--- src/rtl/cnn_act_pkg.sv ---
// Shared activation types and default sizes for the activation serializer slice.
package cnn_act_pkg;
    localparam int ACT_DATA_W = 8;
    localparam int ACT_OUT_CH = 16;
    localparam int ACT_DEPTH  = 4;

    typedef logic signed [ACT_DATA_W-1:0] act_t;
    typedef act_t act_vec_t [0:ACT_OUT_CH-1];
endpackage

--- src/rtl/act_serializer_if.sv ---
// Bus between the ReLU stage, the serializer and the feature-map writeback.
// Optional ACT_SERIALIZER_LAST_EN adds the out_last end-of-vector marker.
interface act_serializer_if
    import cnn_act_pkg::*;
#(
    parameter int DATA_W = ACT_DATA_W,
    parameter int OUT_CH = ACT_OUT_CH,
    parameter int DEPTH  = ACT_DEPTH
);
    // Upstream pushes without backpressure; downstream beat = out_valid && out_ready.
    logic signed [DATA_W-1:0]        in_data [0:OUT_CH-1];
    logic                            in_valid;
    logic signed [DATA_W-1:0]        out_data;
    logic [$clog2(OUT_CH)-1:0]       out_ch;
    logic                            out_valid;
    logic                            out_ready;
    logic                            overflow;
    logic [$clog2(DEPTH+1)-1:0]      level;
`ifdef ACT_SERIALIZER_LAST_EN
    logic                            out_last;
`endif

    modport master (
        output in_data, in_valid, out_ready,
        input  out_data, out_ch, out_valid, overflow, level
`ifdef ACT_SERIALIZER_LAST_EN
        , input out_last
`endif
    );

    modport slave (
        input  in_data, in_valid, out_ready,
        output out_data, out_ch, out_valid, overflow, level
`ifdef ACT_SERIALIZER_LAST_EN
        , output out_last
`endif
    );
endinterface

--- src/rtl/act_vec_fifo.sv ---
// Whole-vector FIFO; writes are refused when full, reads return one selected channel.
module act_vec_fifo
    import cnn_act_pkg::*;
#(
    parameter int DATA_W = ACT_DATA_W,
    parameter int OUT_CH = ACT_OUT_CH,
    parameter int DEPTH  = ACT_DEPTH
) (
    input  logic                          clk,
    input  logic                          rst,
    input  logic                          wr_en,
    input  logic signed [DATA_W-1:0]      wr_data [0:OUT_CH-1],
    input  logic                          rd_en,
    input  logic [$clog2(OUT_CH)-1:0]     rd_ch,
    output logic signed [DATA_W-1:0]      rd_elem,
    output logic [$clog2(DEPTH+1)-1:0]    level,
    output logic                          full,
    output logic                          empty
);
    localparam int PTR_W = $clog2(DEPTH);
    localparam int LVL_W = $clog2(DEPTH+1);

    logic signed [DATA_W-1:0] mem [0:DEPTH-1][0:OUT_CH-1];
    logic [PTR_W-1:0]         wr_ptr;
    logic [PTR_W-1:0]         rd_ptr;
    logic                     push;
    logic                     pop;

    assign full    = (level == LVL_W'(DEPTH));
    assign empty   = (level == '0);
    assign push    = wr_en && !full;
    assign pop     = rd_en && !empty;
    assign rd_elem = mem[rd_ptr][rd_ch];

    always_ff @(posedge clk) begin
        if (push) begin
            for (int i = 0; i < OUT_CH; i++) begin
                mem[wr_ptr][i] <= wr_data[i];
            end
        end
    end

    // DEPTH is a power of two, so the pointers wrap by plain overflow.
    always_ff @(posedge clk) begin
        if (rst) begin
            wr_ptr <= '0;
            rd_ptr <= '0;
            level  <= '0;
        end else begin
            if (push) wr_ptr <= wr_ptr + PTR_W'(1);
            if (pop)  rd_ptr <= rd_ptr + PTR_W'(1);
            case ({push, pop})
                2'b10:   level <= level + LVL_W'(1);
                2'b01:   level <= level - LVL_W'(1);
                default: level <= level;
            endcase
        end
    end
endmodule

--- src/rtl/act_serializer.sv ---
// Buffers parallel activation vectors and streams them one channel per beat.
// Define ACT_SERIALIZER_LAST_EN to drive out_last on the final channel of each vector.
module act_serializer
    import cnn_act_pkg::*;
#(
    parameter int DATA_W = ACT_DATA_W,
    parameter int OUT_CH = ACT_OUT_CH,
    parameter int DEPTH  = ACT_DEPTH
) (
    input  logic             clk,
    input  logic             rst,
    act_serializer_if.slave  bus
);
    localparam int CH_W = $clog2(OUT_CH);

    logic [CH_W-1:0]          ch_q;
    logic                     overflow_q;
    logic                     full;
    logic                     empty;
    logic                     beat;
    logic                     last_ch;
    logic                     pop;
    logic signed [DATA_W-1:0] rd_elem;

    assign last_ch = (ch_q == CH_W'(OUT_CH-1));
    assign beat    = bus.out_valid && bus.out_ready;
    assign pop     = beat && last_ch;

    act_vec_fifo #(
        .DATA_W (DATA_W),
        .OUT_CH (OUT_CH),
        .DEPTH  (DEPTH)
    ) u_fifo (
        .clk     (clk),
        .rst     (rst),
        .wr_en   (bus.in_valid),
        .wr_data (bus.in_data),
        .rd_en   (pop),
        .rd_ch   (ch_q),
        .rd_elem (rd_elem),
        .level   (bus.level),
        .full    (full),
        .empty   (empty)
    );

    // Drop decision uses the registered fullness, so a same-cycle pop does not rescue it.
    always_ff @(posedge clk) begin
        if (rst) begin
            ch_q       <= '0;
            overflow_q <= 1'b0;
        end else begin
            if (beat) ch_q <= last_ch ? '0 : ch_q + CH_W'(1);
            if (bus.in_valid && full) overflow_q <= 1'b1;
        end
    end

    assign bus.out_valid = !empty;
    assign bus.out_data  = rd_elem;
    assign bus.out_ch    = ch_q;
    assign bus.overflow  = overflow_q;
`ifdef ACT_SERIALIZER_LAST_EN
    assign bus.out_last  = bus.out_valid && last_ch;
`endif
endmodule
--- src/flat_wrapper.sv ---
// flat-port wrapper written by rule: the top's interface ports become plain ports
module act_serializer_flat import cnn_act_pkg::*;
#(
    parameter int DATA_W = ACT_DATA_W,
    parameter int OUT_CH = ACT_OUT_CH,
    parameter int DEPTH  = ACT_DEPTH
)
  (clk, rst, bus_in_data, bus_in_valid, bus_out_ready, bus_out_data, bus_out_ch, bus_out_valid, bus_overflow, bus_level);
  act_serializer_if #(.DATA_W(DATA_W), .OUT_CH(OUT_CH), .DEPTH(DEPTH)) bus_i ();
  input  logic clk;
  input  logic rst;
  input wire logic [$bits(bus_i.in_data)-1:0] bus_in_data;
  input wire logic [$bits(bus_i.in_valid)-1:0] bus_in_valid;
  input wire logic [$bits(bus_i.out_ready)-1:0] bus_out_ready;
  output wire logic [$bits(bus_i.out_data)-1:0] bus_out_data;
  output wire logic [$bits(bus_i.out_ch)-1:0] bus_out_ch;
  output wire logic [$bits(bus_i.out_valid)-1:0] bus_out_valid;
  output wire logic [$bits(bus_i.overflow)-1:0] bus_overflow;
  output wire logic [$bits(bus_i.level)-1:0] bus_level;
  assign bus_i.in_data = {>>{bus_in_data}};
  assign bus_i.in_valid = bus_in_valid;
  assign bus_i.out_ready = bus_out_ready;
  assign bus_out_data = bus_i.out_data;
  assign bus_out_ch = bus_i.out_ch;
  assign bus_out_valid = bus_i.out_valid;
  assign bus_overflow = bus_i.overflow;
  assign bus_level = bus_i.level;
  act_serializer #(.DATA_W(DATA_W), .OUT_CH(OUT_CH), .DEPTH(DEPTH)) u_core (.clk(clk), .rst(rst), .bus(bus_i));
endmodule
--- config.mk ---
export PLATFORM = sky130hd
export DESIGN_NAME = act_serializer_flat
export DESIGN_NICKNAME = d
export VERILOG_FILES = /design/src/rtl/cnn_act_pkg.sv /design/src/rtl/act_serializer_if.sv /design/src/rtl/act_vec_fifo.sv /design/src/rtl/act_serializer.sv /design/src/flat_wrapper.sv
export SDC_FILE = /design/constraint.sdc
export NUM_CORES = 1
export LEC_CHECK = 0
export CAP_MARGIN = 25
export CORE_MARGIN = 5
export CORE_UTILIZATION = 55
export DETAILED_ROUTE_END_ITERATION = 16
export PLACE_DENSITY = 0.84
export REMOVE_ABC_BUFFERS = 1
export SLEW_MARGIN = 15
export SYNTH_ARGS = -nofsm -noshare
export SYNTH_HDL_FRONTEND = slang
export SYNTH_SLANG_ARGS = --single-unit
--- constraint.sdc ---
create_clock -name clk -period 11.6 [get_ports clk]
set_clock_uncertainty 0.2 [all_clocks]
set_input_delay 2.32 -clock clk [delete_from_list [all_inputs] [get_ports clk]]
set_output_delay 2.32 -clock clk [all_outputs]
set_load 0.05 [all_outputs]
==> run summary, run 1 <==
Final ANT Viol Nets -> 0
HPWL after DPL -> 25700 um
Initial DRT Pass Iterations -> 5
layout cells sized above 1 -> 0.111
initial antenna violation count -> 6
FMAX -> 137 MHz
final global-route overflow total -> 0
# rows -> 70
Synth area leaders -> edfxtp_1 75%, mux2i_1 6.2%, mux4_2 4.3%
Final TNS setup -> 0 ps
top-count cell post-synth -> edfxtp_1
Setup CP Type -> reg2out
CTS tree -> built
YS warnings -> 0
worst min-delay path class -> reg2reg
clock-pin slew on the worst setup and hold paths -> 70 ps
DRT iter0 DRCs -> 1006
Clock Root Buffer -> clkbuf_16
Setup Viol. Count Final -> 0
crit-path max FO -> 45
Post-synth top flop -> edfxtp_1
mapped cell area -> 20500 sq um
fill count -> 2364
routed wire length -> 44300 um
Cells after Synth -> 994
Vias/cell -> 6.25
largest net degree at the start of global routing -> 96
sequential share of the synthesized area -> 0.765
final hold vios -> 0
total clock sinks -> 526
post-CTS resize count -> 0
area of the multi-input gates -> 4320 sq um
Yosys top cell area share -> 0.752
max_slew headroom -> 0.306
Total Power -> 4.03 mW
gr usage total -> 0.214
Synth area leader -> edfxtp_1
Synth cell types -> 41
Commonest cells post-synth -> 512 x edfxtp_1, 126 x mux2i_1, 39 x mux4_2, 37 x a221oi_1, 27 x mux4_1
vias in the first global route -> 10943
DRC -> 0
Yosys reg bits -> 526
htree depth -> 2
max-slew violations -> 0
CTS Hold Buffers Added -> 0
postcts setup bufs -> 0
Die Ht -> 203 um
RePlAce Congestion -> 0.754
IO Port Bufs -> 148
maximum clock insertion buffer count -> 3
status -> completed
Avg WL per Cell -> 26.6 um
final core occ -> 0.649
Worst VDD drop -> 0.000111 V
Ports -> 149
type of origin of the critical path -> flip-flop
Initial Util -> 0.557
clock latency on the worst-skew pair -> 550 ps
Static Leak -> 7.30 nW
worst endpoint data arrival time -> 4780 ps
Die Area -> 41100 sq um
Die Span X -> 203 um
RSZ-0062 raised after global routing -> no
Final Net Count -> 1291
WP data required -> 9080 ps
Async SR Flop Fraction -> 0
min cycle time layout -> 7300 ps
CP endpoint kind -> output pin
Core Box Area -> 36700 sq um
via count -> 10407
flip-flop and latch area -> 15700 sq um
max cap viols -> 0
Inserted Clock Buffers -> 50
area grow syn2layout -> 16.4%
first-pass GRT wire length -> 67200 um
Post-synth EDFFs -> 512
Tightest Pin Transition -> 1040 ps
Avg Inst Size Synth -> 20.6 sq um
pwr dens -> 169 nW/um^2
fin crit share -> 0.629
## worst max-delay path, cell delays in order (launching register included)
cell             delay, ps
dfxtp_2                650
buf_4                  710
nand3_1                770
o22ai_1                400
a211oi_1                90
a221oi_1               550
a21o_1                 130
clkdlybuf4s50_1        900
## metrics by stage
step	cell area [sq um]	hold WS, ps	setup WS (ps)	std cells
floorplan	20000	263	604	936
global placement	22200	248	4950	1567
detailed placement	22200	259	4900	1568
CTS	23800	274	4320	1661
global route	23800	328	4170	1665
finish	23800	273	4300	1666
## sequential cells by signal (all words and copies together), names as in the netlist, named ones only
signal,count
u_core.u_fifo.level,3
u_core.u_fifo.wr_ptr,2
u_core.bus.out_ch,4
u_core.u_fifo.mem,512
u_core.bus.overflow,1
u_core.u_fifo.rd_ptr,2
## report_power, final
part / internal, mW / switching (mW)
Sequential: 2.18 / 0.0263
Clock: 0.888 / 0.656
Combinational: 0.108 / 0.169
## logic make-up after synthesis
kind of cell	count (synthesis)	synth area share
flip-flops	526	0.765
XOR/XNOR	7	0.00300
multiplexers	192	0.139
AO/OA/AOI/OAI	159	0.0541
AND/OR/NAND/NOR	38	0.00930
buffers and inverters	65	0.0243
adder cells (fa/ha/maj)	7	0.00465
## worst paths after layout
path	slack (ps)	start	depth (start not counted)	to
worst max-delay path	4300	flip-flop	7	bus_out_data[7]
worst min-delay path	270	u_core.bus.overflow$_SDFFE_PP0P_	2	u_core.bus.overflow$_SDFFE_PP0P_
worst max register to register	7910	u_core.u_fifo.level[0]$_SDFFE_PP0P_	5	u_core.u_fifo.mem[3][77]$_DFFE_PP_
worst min register to register	270	u_core.bus.overflow$_SDFFE_PP0P_	2	u_core.bus.overflow$_SDFFE_PP0P_
## routing by layer
metal  GRT usage  vias up  part of all wire
li1            -     4512                 -
met1       0.299     5335              0.40
met2       0.352      470              0.50
met3      0.0351       86             0.067
met4      0.0657        4             0.027
met5           0        -           0.00034
## cell usage in the layout, fill, tap and decap left out, types with 10 or more instances in the layout
master             n
edfxtp_1         512
clkdlybuf4s50_1  148
mux2i_1          126
clkbuf_16         53
mux4_2            39
a221oi_1          37
mux4_1            27
o21ai_0           24
clkbuf_1          24
a21oi_1           22
o22ai_1           16
o221ai_1          16
a211oi_1          15
buf_4             14
nor2_1            13
o21ai_1           10
## cell type report
type	instances	share of cell area
diodes	5	0.000526
clock buffers	81	0.0618
clock inverters	12	0.00347
inverters	7	0.00110
multi-input cells	403	0.182
flip-flops and latches	526	0.658
well taps	468	0.0246
repair buffers	164	0.0687
(Power assumes the default switching activity.)
==> run 2, diff against run 1 <==
- clock period: 11.6 -> 7.65 ns (I/O delays scaled with it)
==> run 2 against run 1 <==
- flip-flop and latch count unchanged
- critical endpoint is now bus_out_data[1]
- highest routed layer unchanged
- count of clock-buffer cells in the layout decreased by 19
- hold slack gained 4.4 ps
- first-iteration DRC count is 3.1% higher
- sequential power is 52% higher
- non-clock buffer count grew 2
==> run summary, run 2 (synthesis results as in run 1) <==
status -> completed
initial antenna violation count -> 4 (-2)
slowest stage delay, CP -> 840 ps (-60 ps)
Static Leak -> 7.29 nW (-0.14%)
Ports -> 149 (unchanged)
RSZ-0062 raised after global routing -> no
switch share -> 0.212 (+0.000631)
WP data required -> 5920 ps (-3160 ps)
post-CTS resize count -> 0 (unchanged)
Die Span X -> 203 um (unchanged)
crit-path max FO -> 27 (-40%)
Die Ht -> 203 um (unchanged)
via count -> 10403 (-0.038%)
gr usage total -> 0.210 (-0.00327)
max FFs per register -> 512 (unchanged)
Avg WL per Cell -> 26.3 um (-0.94%)
CTS tree -> built
maximum clock insertion buffer count -> 3 (unchanged)
fin crit share -> 0.808
CTS Hold Buffers Added -> 0 (unchanged)
fill count -> 2345 (-0.80%)
clock-pin slew on the worst setup and hold paths -> 60 ps (about the same)
min cycle time layout -> 6180 ps
Pint -> 4.76 mW (+50%)
DRT iter0 DRCs -> 1037 (+3.1%)
postcts setup bufs -> 0 (unchanged)
Final ANT Viol Nets -> 0 (unchanged)
layout cells sized above 1 -> 0.113 (+0.00261)
CP max stage cell -> dfxtp_2
Inserted Clock Buffers -> 51 (+2.0%)
final global-route overflow total -> 0 (unchanged)
Tightest Pin Transition -> 1080 ps (+44.3 ps)
htree depth -> 2 (unchanged)
total clock sinks -> 526 (unchanged)
HPWL after DPL -> 26400 um (+2.8%)
Die Area -> 41100 sq um (unchanged)
Initial DRT Pass Iterations -> 5 (unchanged)
pwr dens -> 254 nW/um^2 (+50%)
first-pass GRT wire length -> 65900 um (-1.9%)
commonest cells after routing, fill and taps aside -> 512 x edfxtp_1, 148 x clkdlybuf4s50_1, 126 x mux2i_1
CP endpoint kind -> output pin
FMAX -> 162 MHz
post-route design area -> 23800 sq um (-0.13%)
commonest non-fill, non-tap cell in the layout -> edfxtp_1
Logic pwr share -> 0.069 (about the same)
CP Cell Sequence -> buf_4, nand3b_1, o221ai_1, a21oi_1, a221oi_1, a21o_1, clkdlybuf4s50_1
FF-to-FF Start -> u_core.bus.out_ch[2]$_SDFFE_PP0N_
Placement Cell Area -> 22300 sq um (+0.15%)
Vias/cell -> 6.26 (+0.20%)
RePlAce Congestion -> 0.778 (+3.2%)
clock latency on the worst-skew pair -> 550 ps (about the same)
DRC -> 0 (unchanged)
Setup Viol. Count Final -> 0 (unchanged)
Setup CP Type -> reg2out
Final Net Count -> 1294 (+0.23%)
routed wire length -> 43800 um (-1.2%)
Worst VDD drop -> 0.000207 V (+86%)
Initial Util -> 0.557 (unchanged)
worst min-delay path class -> reg2reg
hold_sp -> u_core.bus.overflow$_SDFFE_PP0P_
max_slew headroom -> 0.277 (-0.0290)
max cap viols -> 0 (unchanged)
Clk pwr share -> 0.376 (-0.007)
IO Port Bufs -> 148 (unchanged)
sw power -> 1.28 mW (+50%)
Reg power frac -> 0.555 (+0.007)
Clock Root Buffer -> clkbuf_16
worst slack, placed -> 2030 ps (-2880 ps)
largest net degree at the start of global routing -> 66 (-31%)
vias in the first global route -> 10714 (-2.1%)
Core Box Area -> 36700 sq um (unchanged)
worst endpoint data arrival time -> 4450 ps (-330 ps)
Final WS setup -> 1470 ps (-2830 ps)
max-slew violations -> 0 (unchanged)
Top reg by flops -> u_core.u_fifo.mem
# rows -> 70 (unchanged)
area grow syn2layout -> 16.2%
type of origin of the critical path -> flip-flop
final hold vios -> 0 (unchanged)
-- run 2: area by class of cell --
class	count	area [sq um]	area share
Inverter	7	26.3	0.00111
Antenna cell	2	5.00	0.000211
Multi-Input combinational cell	403	4320	0.182
Clock buffer	62	1320	0.0554
Clock inverter	28	181	0.00763
Timing Repair Buffer	166	1670	0.0701
Tap cell	468	586	0.0246
Sequential cell	526	15700	0.659
-- run 2: final timing paths --
check,slack (ps),cells after the start,endpoint
max,1470,7,bus_out_data[1]
min,280,2,u_core.bus.overflow$_SDFFE_PP0P_
max reg2reg,4370,8,u_core.u_fifo.level[2]$_SDFFE_PP0P_
min reg2reg,280,2,u_core.bus.overflow$_SDFFE_PP0P_
-- run 2: worst max-delay path, delay by kind of cell (launching register included) --
family / cells / cell delay (ps)
AO/OA/AOI/OAI: 4 / 1210
buffers and inverters: 2 / 1240
flip-flops: 1 / 840
AND/OR/NAND/NOR: 1 / 620
-- run 2: power groups by stage --
| stage | Sequential [mW] | Combinational, mW | Clock (mW) |
|---|---|---|---|
| 3_5_place_dp | 3.41 | 0.416 | 0 |
| 6_report | 3.35 | 0.416 | 2.27 |
| 5_1_grt | 3.36 | 0.442 | 2.42 |
| 3_3_place_gp | 3.40 | 0.405 | 0 |
| 4_1_cts | 3.35 | 0.419 | 2.30 |
| 2_1_floorplan | 3.42 | 0.194 | 0 |
-- run 2: per-stage QoR --
step | power [mW] | utilization | hold WS [ps] | cells | setup TNS, ps
2_1_floorplan | 3.61 | - | 263 | 936 | -19750
3_3_place_gp | 3.80 | 0.607 | 252 | 1570 | 0
3_5_place_dp | 3.83 | 0.607 | 273 | 1570 | 0
4_1_cts | 6.07 | 0.648 | 288 | 1660 | 0
5_1_grt | 6.22 | 0.648 | 335 | 1661 | 0
6_report | 6.04 | 0.648 | 277 | 1662 | 0
-- run 2: per-layer routing --
metal	global-route usage	vias up	routed length, um
met5	0	-	32
li1	-	4510	-
met2	0.354	513	22200
met1	0.294	5307	17400
met3	0.0371	67	3340
met4	0.0463	6	762
==> run 3, diff against run 2 <==
- clock period: 7.65 -> 6.3 ns (I/O delays scaled with it)
==> run 3 against run 2 <==
- non-clock buffer count rose by 10
- count of clock-buffer cells in the layout rose by 4
- via count rose by 0.93%
- combinational power rose by 24%
- design area rose by 1.1%
- sequential power rose by 21%
- wire length rose by 1.3%
- setup slack got worse by 730 ps
- largest cell class unchanged
- highest routed layer unchanged
==> run summary, run 3 (synthesis results as in run 1) <==
status -> completed
first-pass GRT wire length -> 66300 um (+0.66%)
DRC -> 0 (unchanged)
final core occ -> 0.655 (+0.00723)
Top reg by flops -> u_core.u_fifo.mem
post-CTS resize count -> 0 (unchanged)
Clock Root Buffer -> clkbuf_16
CTS tree -> built
Inserted Clock Buffers -> 50 (-2.0%)
CP endpoint kind -> output pin
max FFs per register -> 512 (unchanged)
FMAX -> 180 MHz
fin crit share -> 0.883
DRT iter0 DRCs -> 900 (-13%)
CP max stage cell -> clkdlybuf4s50_1
via count -> 10500 (+0.93%)
max_slew headroom -> 0.308 (+0.0314)
total clock sinks -> 526 (unchanged)
initial antenna violation count -> 4 (unchanged)
largest net degree at the start of global routing -> 129 (+95%)
fill count -> 2287 (-2.5%)
crit-path max FO -> 23 (-15%)
Total Power -> 7.61 mW (+26%)
IO Port Bufs -> 148 (unchanged)
htree depth -> 2 (unchanged)
maximum clock insertion buffer count -> 3 (unchanged)
Initial DRT Pass Iterations -> 5 (unchanged)
Final Net Count -> 1303 (+0.70%)
worst min-delay path class -> reg2reg
final hold vios -> 0 (unchanged)
Min Hold Slack -> 267 ps (-10.2 ps)
commonest cells after routing, fill and taps aside -> 512 x edfxtp_1, 148 x clkdlybuf4s50_1, 126 x mux2i_1
# rows -> 70 (unchanged)
CTS Hold Buffers Added -> 0 (unchanged)
Die Area -> 41100 sq um (unchanged)
pwr dens -> 316 nW/um^2 (+25%)
final global-route overflow total -> 0 (unchanged)
Vias/cell -> 6.26 (about the same)
clock latency on the worst-skew pair -> 560 ps (about the same)
slowest stage delay, CP -> 810 ps (-30 ps)
Setup Viol. Count Final -> 0 (unchanged)
flip-flop and latch area -> 15700 sq um (unchanged)
Avg WL per Cell -> 26.4 um (+0.38%)
RePlAce Congestion -> 0.761 (-2.2%)
clock-pin slew on the worst setup and hold paths -> 60 ps (about the same)
Tightest Pin Transition -> 1040 ps (-44.9 ps)
CP Cell Sequence -> buf_4, nand3b_1, o221ai_1, a21oi_1, a221oi_1, a21o_1, clkdlybuf4s50_1
max cap viols -> 0 (unchanged)
Initial Util -> 0.557 (unchanged)
postcts setup bufs -> 0 (unchanged)
area of the multi-input gates -> 4320 sq um (unchanged)
WP data required -> 4840 ps (-1080 ps)
type of origin of the critical path -> flip-flop
commonest non-fill, non-tap cell in the layout -> edfxtp_1
Worst VDD drop -> 0.000246 V (+19%)
Final ANT Viol Nets -> 0 (unchanged)
Static Leak -> 7.43 nW (+1.9%)
RSZ-0062 raised after global routing -> no
CP delay by family, top -> compound AO/OA/AOI/OAI gates
area grow syn2layout -> 17.5%
Die Ht -> 203 um (unchanged)
Core Box Area -> 36700 sq um (unchanged)
final instance count without filler cells -> 1677 (+0.90%)
worst endpoint data arrival time -> 4100 ps (-350 ps)
Ports -> 149 (unchanged)
Die Span X -> 203 um (unchanged)
routed wire length -> 44300 um (+1.3%)
gr usage total -> 0.211 (+0.00100)
post-placement cell count -> 1580 (+0.64%)
layout cells sized above 1 -> 0.125 (+0.0121)
max-slew violations -> 0 (unchanged)
vias in the first global route -> 10892 (+1.7%)
Bufs and invs on worst path -> 2 (unchanged)
Setup CP Type -> reg2out
HPWL after DPL -> 26500 um (+0.51%)
min cycle time layout -> 5560 ps
## run 3: changes by cell type in the layout (fill, tap and decap cells not counted), sizes merged
cell / change
diode: +2
clkbuf: +4
inv: -1
buf: +10
bufinv: +4
clkinv: -4
## run 3: cell type report
cell class	count	share of cell area
Clock buffer	66	0.0580
Timing Repair Buffer	176	0.0730
Inverter	7	0.00109
Clock inverter	27	0.0115
Sequential cell	526	0.652
Multi-Input combinational cell	403	0.180
Tap cell	468	0.0244
Antenna cell	4	0.000416
## run 3: where the power goes
part           leakage [nW]  switching (mW)  internal [mW]
logic                  1.80           0.311          0.204
registers              4.82          0.0491           4.02
clock network         0.814            1.23           1.80
## run 3: worst min-delay path: cells and delay by family (launching register included)
kind | cells | cell delay (ps)
compound gates | 1 | 40
simple gates | 1 | 70
flops | 1 | 320
## run 3: final timing paths
check	slack [ps]	end	depth (start not counted)	start
worst min register to register	270	u_core.bus.overflow$_SDFFE_PP0P_	2	u_core.bus.overflow$_SDFFE_PP0P_
worst min-delay path	270	u_core.bus.overflow$_SDFFE_PP0P_	2	u_core.bus.overflow$_SDFFE_PP0P_
worst max-delay path	740	bus_out_data[1]	7	u_core.bus.out_ch[0]$_SDFFE_PP0N_
worst max register to register	2950	u_core.u_fifo.level[2]$_SDFFE_PP0P_	8	u_core.bus.out_ch[2]$_SDFFE_PP0N_
## run 3: per-layer routing
metal | part of all wire | track usage
met5 | 0.00061 | 0
met4 | 0.028 | 0.0684
met3 | 0.081 | 0.0447
met2 | 0.50 | 0.346
met1 | 0.39 | 0.289
## run 3: metrics by stage
| stage | setup WS, ps | cell area (sq um) | setup TNS, ps |
|---|---|---|---|
| floorplan | -3640 | 20000 | -28390 |
| global placement | 1390 | 22400 | 0 |
| detailed placement | 1340 | 22400 | 0 |
| CTS | 722 | 24000 | 0 |
| global route | 567 | 24000 | 0 |
| finish | 739 | 24000 | 0 |
